--- config.mk ---
export PLATFORM = sky130hd
export DESIGN_NAME = wb_pci_initiator
export DESIGN_NICKNAME = d
export VERILOG_FILES = /design/src/rtl/wb_pci_initiator_pkg.sv /design/src/rtl/wb_pci_initiator.sv
export SDC_FILE = /design/constraint.sdc
export NUM_CORES = 1
export LEC_CHECK = 0
export CAP_MARGIN = 15
export CORE_AREA = 5 5 116 118
export CTS_BUF_LIST = sky130_fd_sc_hd__clkbuf_4
export DETAILED_ROUTE_END_ITERATION = 7
export DIE_AREA = 0 0 121 123
export GPL_ROUTABILITY_DRIVEN = 1
export HOLD_SLACK_MARGIN = 0.02
export PLACE_DENSITY = 0.73
export SYNTH_ARGS = -nofsm -noshare
export SYNTH_HDL_FRONTEND = slang
export SYNTH_SLANG_ARGS = --single-unit
--- constraint.sdc ---
create_clock -name pci_clk_i -period 1.9 [get_ports pci_clk_i]
set_input_delay 0.57 -clock pci_clk_i [delete_from_list [all_inputs] [get_ports pci_clk_i]]
set_output_delay 0.57 -clock pci_clk_i [all_outputs]
set_load 0.03 [all_outputs]
--- src/rtl/wb_pci_initiator_pkg.sv ---
// Shared PCI definitions used by the initiator and the PCI target:
// memory command codes, FSM state encodings and termination codes.
package wb_pci_initiator_pkg;

  localparam logic [3:0] PCI_CMD_MEMREAD  = 4'b0110;
  localparam logic [3:0] PCI_CMD_MEMWRITE = 4'b0111;

  localparam logic [2:0] ST_IDLE = 3'd0;
  localparam logic [2:0] ST_REQ  = 3'd1;
  localparam logic [2:0] ST_ADDR = 3'd2;
  localparam logic [2:0] ST_DATA = 3'd3;
  localparam logic [2:0] ST_TURN = 3'd4;

  localparam logic [1:0] TERM_ACK = 2'd0;
  localparam logic [1:0] TERM_RTY = 2'd1;
  localparam logic [1:0] TERM_ERR = 2'd2;

  function automatic logic [3:0] pci_mem_cmd(input logic write);
    return write ? PCI_CMD_MEMWRITE : PCI_CMD_MEMREAD;
  endfunction

endpackage

--- src/rtl/wb_pci_initiator.sv ---
// Wishbone classic slave to PCI single-data-phase memory initiator.
// Bus outputs are decoded from the state register so reset releases them at once.
module wb_pci_initiator
  import wb_pci_initiator_pkg::*;
#(
  parameter int WB_ADDR        = 30,
  parameter int DEVSEL_TIMEOUT = 5
) (
  input  logic               pci_clk_i,
  input  logic               pci_rst_ni,
  output logic               pci_req_no,
  input  logic               pci_gnt_ni,
  input  logic               pci_frame_ni,
  input  logic               pci_irdy_ni,
  input  logic               pci_devsel_ni,
  input  logic               pci_trdy_ni,
  input  logic               pci_stop_ni,
  output logic               pci_frame_no,
  output logic               pci_irdy_no,
  output logic               pci_ctl_oe_o,
  input  logic [31:0]        pci_ad_i,
  output logic [31:0]        pci_ad_o,
  output logic               pci_ad_oe_o,
  output logic [3:0]         pci_cbe_no,
  output logic               pci_cbe_oe_o,
  input  logic               wb_cyc_i,
  input  logic               wb_stb_i,
  input  logic               wb_we_i,
  input  logic [WB_ADDR-1:0] wb_adr_i,
  input  logic [3:0]         wb_sel_i,
  input  logic [31:0]        wb_dat_i,
  output logic [31:0]        wb_dat_o,
  output logic               wb_ack_o,
  output logic               wb_rty_o,
  output logic               wb_err_o
);

  localparam int CW = $clog2(DEVSEL_TIMEOUT + 1);
  localparam logic [CW-1:0] TIMEOUT_LAST = CW'(DEVSEL_TIMEOUT - 1);

  logic [2:0]         state;
  logic [WB_ADDR-1:0] adr;
  logic [31:0]        dat;
  logic [3:0]         sel;
  logic               we;
  logic [1:0]         term;
  logic [CW-1:0]      devsel_cnt;
  logic               devsel_seen;
  logic [31:0]        rd_dat;
  logic               turn_q;
  logic               stb_q;
  logic               accept;
  logic               bus_idle;
  logic [31:0]        pci_addr;

  assign bus_idle = pci_frame_ni & pci_irdy_ni;
  assign pci_addr = 32'({adr, 2'b00});
  // A strobe still high right after TURN belongs to the request just terminated.
  assign accept   = wb_cyc_i & wb_stb_i & ~(turn_q & stb_q);
  assign wb_dat_o = rd_dat;

  always_ff @(posedge pci_clk_i or negedge pci_rst_ni) begin
    if (!pci_rst_ni) begin
      state       <= ST_IDLE;
      adr         <= '0;
      dat         <= '0;
      sel         <= '0;
      we          <= 1'b0;
      term        <= TERM_ACK;
      devsel_cnt  <= '0;
      devsel_seen <= 1'b0;
      rd_dat      <= '0;
      turn_q      <= 1'b0;
      stb_q       <= 1'b0;
    end else begin
      turn_q <= (state == ST_TURN);
      stb_q  <= wb_stb_i;
      case (state)
        ST_IDLE: begin
          if (accept) begin
            adr   <= wb_adr_i;
            dat   <= wb_dat_i;
            sel   <= wb_sel_i;
            we    <= wb_we_i;
            state <= ST_REQ;
          end
        end
        ST_REQ: begin
          if (!pci_gnt_ni && bus_idle) state <= ST_ADDR;
        end
        ST_ADDR: begin
          devsel_cnt  <= '0;
          devsel_seen <= 1'b0;
          state       <= ST_DATA;
        end
        ST_DATA: begin
          if (!pci_devsel_ni) devsel_seen <= 1'b1;
          if (!pci_devsel_ni && !pci_trdy_ni) begin
            // Disconnect-with-data (STOP# together with TRDY#) is still a success.
            term  <= TERM_ACK;
            if (!we) rd_dat <= pci_ad_i;
            state <= ST_TURN;
          end else if (!pci_devsel_ni && !pci_stop_ni) begin
            term  <= TERM_RTY;
            state <= ST_TURN;
          end else if (pci_devsel_ni && !pci_stop_ni) begin
            term  <= TERM_ERR;
            state <= ST_TURN;
          end else if (pci_devsel_ni && !devsel_seen) begin
            if (devsel_cnt == TIMEOUT_LAST) begin
              term  <= TERM_ERR;
              state <= ST_TURN;
            end else begin
              devsel_cnt <= devsel_cnt + 1'b1;
            end
          end
        end
        ST_TURN: state <= ST_IDLE;
        default: state <= ST_IDLE;
      endcase
    end
  end

  always_comb begin
    pci_req_no   = 1'b1;
    pci_frame_no = 1'b1;
    pci_irdy_no  = 1'b1;
    pci_ctl_oe_o = 1'b0;
    pci_ad_o     = '0;
    pci_ad_oe_o  = 1'b0;
    pci_cbe_no   = 4'hf;
    pci_cbe_oe_o = 1'b0;
    wb_ack_o     = 1'b0;
    wb_rty_o     = 1'b0;
    wb_err_o     = 1'b0;
    case (state)
      ST_REQ: pci_req_no = 1'b0;
      ST_ADDR: begin
        pci_frame_no = 1'b0;
        pci_ctl_oe_o = 1'b1;
        pci_ad_o     = pci_addr;
        pci_ad_oe_o  = 1'b1;
        pci_cbe_no   = pci_mem_cmd(we);
        pci_cbe_oe_o = 1'b1;
      end
      ST_DATA: begin
        pci_irdy_no  = 1'b0;
        pci_ctl_oe_o = 1'b1;
        pci_ad_o     = we ? dat : 32'h0;
        pci_ad_oe_o  = we;
        pci_cbe_no   = ~sel;
        pci_cbe_oe_o = 1'b1;
      end
      ST_TURN: begin
        pci_ctl_oe_o = 1'b1;
        // An abandoned Wishbone cycle still finishes on PCI, silently.
        if (wb_cyc_i) begin
          wb_ack_o = (term == TERM_ACK);
          wb_rty_o = (term == TERM_RTY);
          wb_err_o = (term == TERM_ERR);
        end
      end
      default: ;
    endcase
  end

endmodule
Yosys cells after proc, flatten, opt, wreduce, memory -nomap -nowiden

Index checks and enable logic that the tools add are counted.

Word-level logic and storage cells: 96
Register bits: 110
Input bits: 109
Output and inout port bits: 77

Muxes and demuxes: 37
Eq/ne operators: 17
$add $sub $neg: 1
Bitwise operators: 7
Reductions and logical operators: 23

Operators by type and width:

| kind                                           | number |
|---|---|
| one-hot mux 32 bit (2 select lines)            | 1 |
| two-way mux 3 bit                              | 12 |
| two-way mux 32 bit                             | 1 |
| inequality test 2 bit (second input constant)  | 8 |
| two-way mux 1 bit                              | 13 |
| one-hot mux 3 bit (4 select lines)             | 1 |
| two-way mux 2 bit                              | 5 |
| inequality test 5 bit (second input constant)  | 2 |
| one-hot mux 4 bit (2 select lines)             | 1 |
| nonzero test 4 bit                             | 2 |
| == test 3 x 2 -> 1 bit (second input constant) | 2 |
| == test 3 bit (second input constant)          | 2 |
| one-hot mux 3 bit (2 select lines)             | 1 |
| AND reduction 3 bit                            | 2 |
| AND reduction 6 bit                            | 1 |
| logical AND 1 bit                              | 5 |
| zero test 1 bit                                | 5 |
| bitwise AND 1 bit                              | 4 |
| NOT 4 bit                                      | 1 |
| one-hot mux 1 bit (2 select lines)             | 2 |
| AND reduction 2 bit                            | 2 |
| AND reduction 4 bit                            | 1 |
| adder 3 x 1 -> 3 bit (second input constant)   | 1 |
| == test 3 x 1 -> 1 bit (second input constant) | 1 |
| 8 further kinds                                | 9 |

Depth between registers and ports, before layout

Gate-level depths: netlist (run 1).

Depth after elaboration: 7
Depth in mapped cells: 8

Worst setup path after synthesis (run 1)

No wires, ideal clock.

Kind: reg-to-output
From: reg state[2]
To: out pci_ad_o[14]
Slack: -0.613 ns
Arrival time: 1.943 ns
Path buffers: 3
Cell stages (with the launch flop): 9
Cells stage by stage: dfrtp_1 nand2b_1 buf_6 inv_2 and3_1 clkbuf_1 clkbuf_1 a22oi_1 nor2_1

Longest elaborated chain between the ends: 2
Elaborated cells between the ends (all ways): 3
Classes of those cells: eq/ne: 2; mux: 1

Ends and longest elaborated chain:

| element                                 | line                    | source |
|---|---|---|
| from (decl)                             | wb_pci_initiator.sv:41  | `logic [2:0] state;` |
| from (signal assigned)                  | wb_pci_initiator.sv:64  | `state <= ST_IDLE;` |
| from (signal assigned)                  | wb_pci_initiator.sv:85  | `state <= ST_REQ;` |
| from (signal assigned)                  | wb_pci_initiator.sv:89  | `if (!pci_gnt_ni && bus_idle) state <= ST_ADDR;` |
| == test 3 x 2 -> 1 bit                  | wb_pci_initiator.sv:136 | `case (state)` |
| one-hot mux 32 bit (2 select lines) (*) | wb_pci_initiator.sv:136 |  |
| to (decl)                               | wb_pci_initiator.sv:22  | `output logic [31:0] pci_ad_o,` |

Every way passes the cells marked *; elsewhere a longest branch is shown, timed or not.

Final worst setup path (run 1)

From: reg state[1]
To: out pci_ad_o[24]

Same word-level chain as after synthesis.

==> impl_metrics.csv, run 1 <==
group,metric,value,unit
timing,hold_viol_final,0,
clocking,cts.path.max_buffers,2,
timing,drv_slew,0,
synthesis,ys_warn_count,0,
drt,drc,0,
global_routing,antenna_found_initial,1,
synthesis,synth_edf_count,0,
setup_path,rrSetupSlack,-0.33,ns
place,routabilityCongestion,0.769,
layout,fill_cells,948,
setup_path,cp.arrival,1.93,ns
clocking,clk_pin_slew,0.15,ns
global_routing,grt_usage,18.7,%
synthesis,ys_async_sr_fraction,100,%
pwr,total_power,11.9,mW
floorplanning,initial_core_util,38.7,%
drt,first_pass_iters,4,
layout,drive_above_1_share,55.7,%
timing,fin_ws,-0.602,ns
synthesis,syn_nets,450,
clocking,cts_tree,"done",
setup_path,crit_cells,7,
clocking,clk_latency,0.48,ns
global_routing,grt_pass1_vias,3999,
timing,fmax,400,MHz
setup_path,slowest_delay,0.46,ns
timing,fin_skew,0.0181,ns
layout,area_growth,63.4,%
layout,final_area,7830,um^2
setup_path,crit_buf_inv,4,
timing,setup_viol,144,
clocking,htreeDepth,3,
pwr,leakage,3.53,nW
synthesis,ys_types,37,
drt,ant_nets,0,
synthesis,synth_ff_type,"dfrtp_1",
drt,wl_per_cell,18.5,um
timing,tightest_slew,0.305,ns
place,dpl_cell_area,7120,um^2
floorplanning,die_area,14900,um^2
timing,tns,-40.73,ns
drt,first_iter_violations,155,
place,pre_cts_ws,-0.549,ns
outcome,status,"finished, violations left",
drt,finalWirelength,13.7,mm
place,portBuffers,185,
synthesis,synth_top_area_share,57.5,%
worst_hold_path,worstHoldPathType,"primary input to asynchronous set/reset pin",
synthesis,synth_area,4790,um^2
floorplanning,dieHeight,123,um
synthesis,synth-seq-area-share,57.5,%
layout,num-nets-final,675,
setup_path,crit_type,"flip-flop to primary output",
setup_path,path_delay_family,"flip-flops",
timing,period_share,132,%
global_routing,grt-ovfl-total,0,
synthesis,yosysTopAreaCell,"dfrtp_1",
job,drv_cap,0,
pwr,p_per_area,1520,nW/um^2
timing,maxSlewHeadroom,79.7,%
place,dp.cells,702,
setup_path,worst_setup_path_start_kind,"flip-flop",
drt,viasPerCell,4.92,
floorplanning,core_area,12400,um^2
timing,whs,0.519,ns
setup_path,critPathMaxFanout,7,
floorplanning,rows,41,
synthesis,netlist_instances,339,
clocking,cts_buffers,9,
layout,final_util,63.3,%
timing,min_period,2.50,ns
global_routing,grt_pass1_wl,21.2,mm
global_routing,grt_max_degree,41,
setup_path,reg2regPathDepth,9,
synthesis,synth.avg_cell_area,14.1,um^2
synthesis,yosys_register_bits,110,
setup_path,worstPathCellList,"nand2b_4 > inv_8 > and3_4 > buf_4 > buf_12 > a22o_4 > buf_6",
layout,fin_cells,742,
clocking,clock_sinks,110,
floorplanning,die_w,121,um
drt,vias,3650,
floorplanning,pin_count,186,
clocking,root_buffer,"clkbuf_4",
timing,rsz0062_at_grt,"yes",
outcome,violations,"negative setup slack",
pwr,irDropWorstVdd,0.000769,V
setup_path,crit_slowest_cell,"dfrtp_2",
place,hpwlAfterDp,9.69,mm
setup_path,critPathRequiredTime,1.33,ns
synthesis,ys_top_cells_by_area,"dfrtp_1 (57%), mux2_2 (16%), mux2_4 (9.4%)",
setup_path,crit_path_end_kind,"primary output",
## kinds of logic after synthesis
logic type / after synthesis / synth area share (%)
flops: 110 / 57.5
mux: 100 / 25.9
simple gates: 54 / 5.98
compound gates: 43 / 6.90
buf+inv: 30 / 3.27
fa+ha+maj: 2 / 0.522
## state kept, by name, summed over array words and instances (netlist names)
signal and cells:
dat 32, wb_dat_o 32, adr 30, sel 4, devsel_cnt 3, state 3, term 2, devsel_seen 1
stb_q 1, turn_q 1, we 1
## area by class of cell
| class | instances | area, um^2 | area share (%) |
|---|---|---|---|
| Sequential cell | 110 | 2760 | 35.2 |
| Timing Repair Buffer | 237 | 2420 | 30.9 |
| Multi-Input combinational cell | 199 | 2220 | 28.4 |
| Tap cell | 172 | 215 | 2.75 |
| Clock inverter | 5 | 83.8 | 1.07 |
| Clock buffer | 11 | 82.6 | 1.06 |
| Inverter | 7 | 41.3 | 0.528 |
| Antenna cell | 1 | 2.50 | 0.0320 |
## where the power goes
part	internal [mW]	switching [mW]	leakage [nW]	total, mW
registers	3.48	0.780	1.33	4.26
clock network	0.566	0.757	0.0833	1.32
logic	3.24	3.10	2.12	6.34
## synth_stat cells, types with 2 or more instances
master	instances
nand2_1	6
buf_6	5
inv_1	4
clkbuf_1	11
or4_1	2
nor2_1	24
mux2_2	70
inv_2	3
a22o_1	12
buf_1	2
nor3b_1	2
ha_1	2
nor3_1	2
nand3_1	4
dfrtp_1	110
o21ai_0	3
o21a_1	3
and2_1	3
or2_2	2
mux2_4	30
a22oi_1	19
buf_2	5
## worst paths after layout
kind	start	to
setup reg to reg	state[2]	wb_dat_o[17]
hold / removal	pci_rst_ni	dat[30]
setup / recovery	state[1]	pci_ad_o[24]
hold reg to reg	wb_dat_o[27]	wb_dat_o[27]
max in group asynchronous	pci_rst_ni	adr[3]
min in group pci_clk_i	wb_dat_o[27]	wb_dat_o[27]
## cells in the final DEF, fill, tap and decap left out, types with 2 or more instances in the layout
cell type / count
a22o_4: 11
a22oi_2: 19
and2_4: 2
buf_12: 9
buf_16: 5
buf_4: 32
buf_6: 50
bufinv_16: 2
clkbuf_2: 26
clkbuf_4: 11
clkdlybuf4s15_1: 3
clkdlybuf4s15_2: 3
clkdlybuf4s50_1: 107
clkinvlp_4: 2
dfrtp_1: 108
dfrtp_2: 2
ha_1: 2
inv_1: 3
mux2_2: 70
mux2_4: 30
nand2_1: 5
nand3_1: 4
nor2_1: 4
nor2_2: 16
nor2_4: 4
nor3_2: 2
o21a_1: 3
or2_4: 2
or4_4: 2
## worst register-to-register path, stage by stage, from the launching register on
cell and delay (ns):
dfrtp_1 0.41, nand2b_4 0.17, buf_4 0.16, buf_6 0.13, nor2_8 0.10, inv_6 0.03
or4_4 0.53, buf_6 0.16, buf_16 0.14, mux2_4 0.31
## what timing repair did
action | in CTS | in global routing
setup buffers | 10 | 9
gates resized for setup | 130 | 67
pin swaps | 4 | 16
hold buffers | 1 | 0
hold endpoints to repair | 10 | 0
cloned | 5 | 1
endpoints found under the setup margin | 158 | 112
## routing by layer
metal	track usage [%]	routed length (um)	up-vias
met5	0	0	-
met4	4.39	125	0
met3	7.55	1190	12
met2	32.6	6920	146
met1	21.5	5510	1831
li1	-	-	1661
Power figures use the tool's default switching activity.
==> inputs of run 2 (changes only) <==
CORE_AREA = 5 5 115 117   (was 5 5 116 118)
DIE_AREA = 0 0 120 122   (was 0 0 121 123)
PLACE_DENSITY = 0.74   (was 0.73)
==> impl_metrics.csv, run 2 (synthesis gave the netlist of run 1 again) <==
group,metric,value,unit
floorplanning,die_area,14600,um^2
outcome,status,"finished, violations left",
floorplanning,dieHeight,122,um
setup_path,critPathMaxFanout,14,
place,dp.cells,681,
setup_path,cp.arrival,1.88,ns
worst_hold_path,min_path_cells,1,
global_routing,grt_pass1_vias,4005,
pwr,irDropWorstVdd,0.000825,V
global_routing,antenna_found_initial,0,
floorplanning,core_area,12300,um^2
layout,num-nets-final,680,
layout,final_cell_mix,"dfrtp_1 (108), clkdlybuf4s50_1 (107), mux2_2 (70)",
clocking,cts_buffers,9,
layout,drive_above_1_share,52.3,%
layout,area_growth,64.7,%
clocking,clock_sinks,110,
job,drv_cap,0,
timing,fin_skew,0.0121,ns
drt,finalWirelength,14.1,mm
clocking,clk_pin_slew,0.16,ns
setup_path,crit_path_end_kind,"primary output",
setup_path,reg2regPathDepth,9,
drt,vias,3632,
timing,fin_ws,-0.550,ns
pwr,p_per_area,1500,nW/um^2
drt,viasPerCell,5.02,
floorplanning,pin_count,186,
timing,rsz0062_at_grt,"yes",
clocking,cts_tree,"done",
setup_path,worst_setup_path_start_kind,"flip-flop",
drt,wl_per_cell,19.5,um
clocking,clk_latency,0.47,ns
timing,whs,0.521,ns
drt,first_pass_iters,4,
place,portBuffers,185,
global_routing,grt_max_degree,48,
layout,fin_cells,724,
global_routing,grt-ovfl-total,0,
layout,diodes,0,
global_routing,grt_pass1_wl,21.5,mm
setup_path,slowest_delay,0.41,ns
clocking,root_buffer,"clkbuf_4",
setup_path,path_delay_family,"simple AND/OR/NAND/NOR gates",
timing,period_share,129,%
setup_path,rrSetupSlack,-0.34,ns
setup_path,r2r-start,"state[2]",
place,hpwlAfterDp,9.51,mm
clocking,cts.path.max_buffers,2,
setup_path,critPathRequiredTime,1.33,ns
floorplanning,initial_core_util,39.1,%
timing,min_period,2.45,ns
timing,fmax,408,MHz
setup_path,crit_slowest_cell,"dfrtp_1",
setup_path,crit_type,"flip-flop to primary output",
timing,tightest_slew,0.403,ns
place,routabilityCongestion,0.812,
timing,drv_slew,0,
outcome,violations,"negative setup slack",
worst_hold_path,holdPathEnd,"wb_dat_o[29]",
worst_hold_path,worstHoldPathType,"flip-flop to flip-flop",
floorplanning,die_w,120,um
floorplanning,rows,41,
drt,drc,0,
layout,final_common_cell,"dfrtp_1",
pwr,leakage,3.58,nW
global_routing,grt_usage,19.0,%
timing,setup_viol,145,
setup_path,crit_buf_inv,3,
drt,first_iter_violations,199,
clocking,htreeDepth,3,
timing,maxSlewHeadroom,73.1,%
setup_path,worstPathCellList,"nand2b_4 > inv_8 > and3_4 > buf_12 > a22oi_2 > nor2_2 > buf_6",
setup_path,r2r-end,"wb_dat_o[3]",
timing,hold_viol_final,0,
drt,ant_nets,0,
worst_hold_path,worstHoldStart,"wb_dat_o[29]",
-- run 2: through the flow --
stage               power [mW]  instance area [um^2]  worst slack, ns  utilization (%)  TNS, ns
CTS                       11.7                  7690           -0.609             62.7   -32.72
finish                    11.8                  7890           -0.550             64.3   -34.22
global placement          9.93                  7120           -0.586             58.1   -50.47
detailed placement        10.1                  7120           -0.620             58.1   -52.22
floorplan                 7.82                  5020           -0.213                -    -7.27
global route              12.5                  7890           -0.678             64.3   -44.26
-- run 2: worst register-to-register path, stage by stage, from the launching register on --
cell	delay [ns]
dfrtp_1	0.41
nand2b_4	0.18
buf_4	0.16
buf_4	0.15
nor2_8	0.11
inv_6	0.03
or4_4	0.50
buf_6	0.16
buf_16	0.14
mux2_4	0.30
-- run 2: what timing repair did --
| item | CTS | global route |
|---|---|---|
| endpoints found under the setup margin | 176 | 165 |
| cloned | 4 | 7 |
| hold buffers | 1 | 0 |
| gates resized for setup | 118 | 38 |
| hold endpoints to repair | 26 | 0 |
| buffers inserted | 14 | 2 |
| pin swaps | 9 | 2 |
-- run 2: layout make-up --
cell class	instances	area, um^2
fill	947	4370
sequential	110	2760
timing repair buffer	242	2620
multi-input combinational	199	2160
tap	150	188
clock buffer	10	75.1
inverter	7	46.3
clock inverter	6	38.8
-- run 2: worst max-delay path by stage --
stage,startpoint,endpoint,slack (ns),cells past startpoint
floorplan,state[2],pci_ad_o[16],-0.21,8
global placement,wb_cyc_i,adr[19],-0.59,5
detailed placement,wb_cyc_i,adr[23],-0.62,5
CTS,state[2],pci_ad_o[9],-0.61,7
global route,state[2],pci_ad_o[9],-0.68,7
finish,state[2],pci_ad_o[14],-0.55,7
-- run 2: report_power, final --
| part | internal [mW] | switching, mW |
|---|---|---|
| Clock | 0.280 | 0.768 |
| Combinational | 3.40 | 3.11 |
| Sequential | 3.48 | 0.759 |
| Total | 7.16 | 4.63 |
-- run 2: routing by layer --
layer,wire [um],track usage [%]
met1,5820,23.2
met2,6870,31.6
met3,1270,7.01
met4,186,5.65
met5,0,0
==> inputs of run 3 (changes only) <==
SLEW_MARGIN = 25   (was default)
==> results of run 3 <==
No change in the layout: final DEF, timing and power equal those of run 2.
==> RTL change 1 (flow settings as in run 2) <==
Set the parameter `DEVSEL_TIMEOUT` to 10 (it was 5).
--- a/src/rtl/wb_pci_initiator.sv
+++ b/src/rtl/wb_pci_initiator.sv
@@ -6,3 +6,3 @@
   parameter int WB_ADDR        = 30,
-  parameter int DEVSEL_TIMEOUT = 5
+  parameter int DEVSEL_TIMEOUT = 10
 ) (
Function: no difference found for any inputs over 4 cycles, from zero or initial values and one cycle with pci_rst_ni low; that may be too few to reach the edited logic, so the function may still have changed.
==> RTL change 1 against run 2 <==
The flow still finishes with violations (negative setup slack); total power shrank 9.5%; routed wire length down 0.24%; global-route usage shrank 0.20 points; sequential share of layout area is 0.51 points lower; maximum frequency is 3.2% lower; sequential cell count is 1 higher; die area stayed put; area after synthesis up 3.6%; via count rose by 4.4%; setup slack worse by 81 ps; non-clock buffer count fell by 1; design area rose by 2.4%; hold slack worse by 15 ps; critical path type unchanged; highest routed layer unchanged.
==> RTL change 1: results (changes against run 2) <==
* Number of synthesized register bits at 111 (+0.91%)
* Min Hold Slack at 506 ps (-14.6 ps)
* Drt first pass iters at 5 (+1)
* Data arrival time of the worst path at 1960 ps (+80 ps)
* Mux cell area share after synthesis at 0.249 (-0.00925)
* Switching pwr at 4.00 mW (-14%)
* GPL Wtd Cong at 0.742 (-8.6%)
* Count of final setup violators at 77 (-47%)
* Failing checks: negative setup slack
* Status: finished, violations left
* Fillers at 901 (-4.9%)
* WL final at 14100 um (-0.24%)
* Most frequent cells after synthesis: 111 x dfrtp_1, 69 x mux2_2, 30 x mux2_4
* PostCTS Resize Cnt at 122 (+3.4%)
* First DRT Iteration DRCs at 112 (-44%)
* Final worst slack at -631 ps (-81.1 ps)
* Setup TNS at -33890 ps (+322 ps)
* Critical R2R Capture: wb_dat_o[10]
* Skew final at 15.6 ps (+3.53 ps)
* Worst path top cell family by delay: buffers and inverters
* Clock-cell share of area at 0.0161 (+0.00168)
* Seq/total area at 0.344 (-0.00512)
* Post-Syn Nets at 464 (+3.1%)
* Sequential-to-total area share from yosys stat at 0.560 (-0.0150)
* Distinct cells, synth at 48 (+30%)
* Post-DP HPWL at 9640 um (+1.4%)
* Share of layout cells above drive strength 1 at 0.494 (-0.0286)
* DP Cell Count at 695 (+2.1%)
* Crit-path max cell delay at 430 ps (+20 ps)
* Nets at 691 (+1.6%)
* R2r worst-path depth at 8 (-1)
* Lkg Pwr at 3.64 nW (+1.7%)
* Setup bufs post-CTS at 8 (-6)
* Multi-input comb cells at 212 (+6.5%)
* Post-place instance area at 7300 um^2 (+2.5%)
* Inverters at 5 (-2)
==> RTL change 1: cell count changes in the layout (fill, tap and decap cells not counted), moves of 4 or more <==
cell             delta
a22o_1              +4
a22oi_1             -4
buf_4               -5
buf_6               +7
clkdlybuf4s15_1     +4
dlygate4sd2_1       -4
nor2_2             -13
nor2_4              +9
==> RTL change 1: metal layers <==
metal,wire (um),track usage,share of wire,up-vias
met2,7160,0.328,0.51,150
met5,0,0,0,-
li1,-,-,-,1744
met1,5440,0.205,0.39,1884
met3,1370,0.0905,0.097,13
met4,132,0.0508,0.0094,0
==> RTL change 1: per-stage QoR <==
step	setup WS, ps	util	total power, mW
6_report	-631	0.658	10.7
5_1_grt	-745	0.658	11.3
4_1_cts	-690	0.634	10.4
3_5_place_dp	-311	0.595	9.14
3_3_place_gp	-296	0.595	8.95
2_1_floorplan	-83.0	-	7.33
==> RTL change 1: power groups by stage <==
stage                     Sequential (mW)  Clock [mW]  Combinational [mW]
after detailed placement             4.32           0                4.82
after CTS                            4.25        1.24                4.93
after floorplan                      4.82           0                2.51
after global routing                 4.48        1.31                5.48
final                                4.32        1.17                5.18
after global placement               4.24           0                4.70
==> RTL change 1: logic make-up (layout without fill, tap and decap cells) <==
family | count (synthesis) | count (layout)
muxes | 100 | 100
buffers and inverters | 30 | 262
adders and majority gates | 2 | 2
and+or+nand+nor | 60 | 60
AOI/OAI and AO/OA | 50 | 50
DFF | 111 | 111
==> RTL change 1: worst max path at each step <==
stage	slack [ps]	from	to
after global placement	-300	wb_cyc_i	adr[16]
after detailed placement	-310	pci_devsel_ni	wb_dat_o[10]
after global routing	-750	state[2]	pci_ad_o[6]
final	-630	state[2]	pci_ad_o[3]
after floorplan	-80	state[1]	pci_cbe_no[0]
after CTS	-690	state[2]	pci_ad_o[21]
==> RTL change 2 (settings of run 2) <==
Without the edit above. Reset style: synchronous (`pci_rst_ni`), changed in one clocked block.
--- a/src/rtl/wb_pci_initiator.sv
+++ b/src/rtl/wb_pci_initiator.sv
@@ -61,3 +61,3 @@
 
-  always_ff @(posedge pci_clk_i or negedge pci_rst_ni) begin
+  always_ff @(posedge pci_clk_i) begin
     if (!pci_rst_ni) begin
Formal check against the unedited RTL: differs if pci_rst_ni is asserted again (counterexample within 4 cycles, from zero or initial values and one cycle with pci_rst_ni low); with pci_rst_ni held inactive, the same outputs for 4 cycles.
==> RTL change 2 against run 2 <==
The flow still finishes with violations (negative setup slack); count of clock-buffer cells in the layout is 2 higher; routed wire length is 28% higher; via count rose by 54%; sequential cell count unchanged; area after synthesis grew 8.4%; synthesized cell count is 75% higher; design area rose by 2.2%; setup slack improved by 88 ps; non-clock buffer count fell by 4.
Power is not compared: it rests on default switching activity, and its combinational part moved more than twofold at a synthesized area within 25%.
==> RTL change 2: results (changes against run 2) <==
* Most frequent cells after synthesis: 110 x dfxtp_1, 102 x a21oi_1, 68 x nand4_1
* Share of layout cells above drive strength 1 at 0.258 (-0.264)
* Global-route wire length before repair at 28800 um (+34%)
* Root buffer cell: clkbuf_4
* Synth top area cells: dfxtp_1 42%, a21oi_1 9.8%, nand4_1 8.2%, o31ai_2 7.2%, o31ai_1 5.4%
* Crit Path Max Fanout at 8 (-6)
* Skew final at 17.2 ps (+5.16 ps)
* First DRT Iteration DRCs at 431 (+120%)
* Final worst slack at -462 ps (+87.7 ps)
* Yosys warns at 0 (unchanged)
* Post-DP HPWL at 11200 um (+18%)
* Synth Area in Compound Gates at 0.326 (+0.257)
* Post-place instance area at 7220 um^2 (+1.4%)
* Area share of fa/ha/maj cells after synthesis at 0.00482 (-0.000404)
* Met1 WL at 7680 um (+32%)
* CP max-delay cell: dfxtp_4
* Non-Filler Instances at 917 (+27%)
* Routing usage on met3 at 0.0399 (-0.0302)
* Pin count of the biggest net entering global routing at 69 (+44%)
* Vias in the first global route at 5528 (+38%)
* DP Cell Count at 884 (+30%)
* Total GRT Usage at 0.240 (+0.0501)
* Synth async-reset ratio at 0 (-1.00)
* Routed vias/inst at 6.08 (+21%)
* GPL Wtd Cong at 0.818 (+0.71%)
* Mux cell area share after synthesis at 0 (-0.259)
* WL met2 at 8790 um (+28%)
* Metal3 WL at 1310 um (+3.3%)
* Met2 Use GR at 0.396 (+0.0797)
* Distinct cells, synth at 42 (+14%)
* Post-place setup slack at -216 ps (+404 ps)
* Nets at 873 (+28%)
* Fillers at 959 (+1.3%)
* Failing checks: negative setup slack
* Drt first pass iters at 5 (+1)
* Status: finished, violations left
* Setup TNS at -17510 ps (+16700 ps)
* Wire length per cell at 19.7 um (+0.73%)
* Data arrival time of the worst path at 1790 ps (-90 ps)
* Crit-path max cell delay at 390 ps (-20 ps)
* Final design utilization at 0.657 (+0.0141)
* Count of final setup violators at 45 (-69%)
* Global routing met1 resource utilization at 0.324 (+0.0926)
* Post-Syn Nets at 705 (+57%)
* Sequential-to-total area share from yosys stat at 0.424 (-0.151)
* Clk slew on worst S/H paths at 140 ps (-20 ps)
* Worst Tran Pin Value at 461 ps (+58.5 ps)
[RTL change 2: changes by cell type in the layout (fill, tap and decap cells not counted), moves of 16 or more]
cell	change
a22o_4	+22
dfrtp_1	-108
mux2_2	-70
nand3_1	+28
a21oi_1	+101
dfxtp_1	+107
dlygate4sd2_1	+27
nor2_2	-16
nand4_1	+67
o31ai_1	+37
o21ai_0	+33
mux2_4	-30
o31ai_2	+30
[RTL change 2: area by class of cell]
cell class / instances / area share
clock buffers: 12 / 0.0112
flip-flops and latches: 110 / 0.274
well taps: 150 / 0.0233
repair buffers: 238 / 0.319
inverters: 6 / 0.00450
multi-input cells: 397 / 0.365
clock inverters: 4 / 0.00295
[RTL change 2: what timing repair did]
action | 4_1_cts | 5_1_grt
endpoints found under the setup margin | 77 | 45
pin swaps | 14 | 21
gates resized for setup | 132 | 14
setup buffers | 8 | 3
hold buffers | 0 | 0
gates cloned | 7 | 0
[RTL change 2: report_power, final]
| group | switching (mW) | internal, mW |
|---|---|---|
| logic | 0.359 | 0.367 |
| clock network | 0.744 | 0.309 |
| registers | 0.0574 | 2.38 |
[RTL change 2: worst paths after layout]
| kind | startpoint | endpoint | slack, ps | depth (start not counted) |
|---|---|---|---|---|
| min | wb_dat_o[7] | wb_dat_o[7] | 490 | 2 |
| max | state[1] | pci_ad_o[26] | -460 | 5 |
| min reg2reg | wb_dat_o[7] | wb_dat_o[7] | 490 | 2 |
| max reg2reg | state[0] | dat[11] | 100 | 5 |
[RTL change 2: critical path: cells and delay by family (launching register included)]
kind,cells,cell delay [ps]
DFF,1,390
AOI/OAI and AO/OA,1,250
and+or+nand+nor,2,400
buffers and inverters,2,300
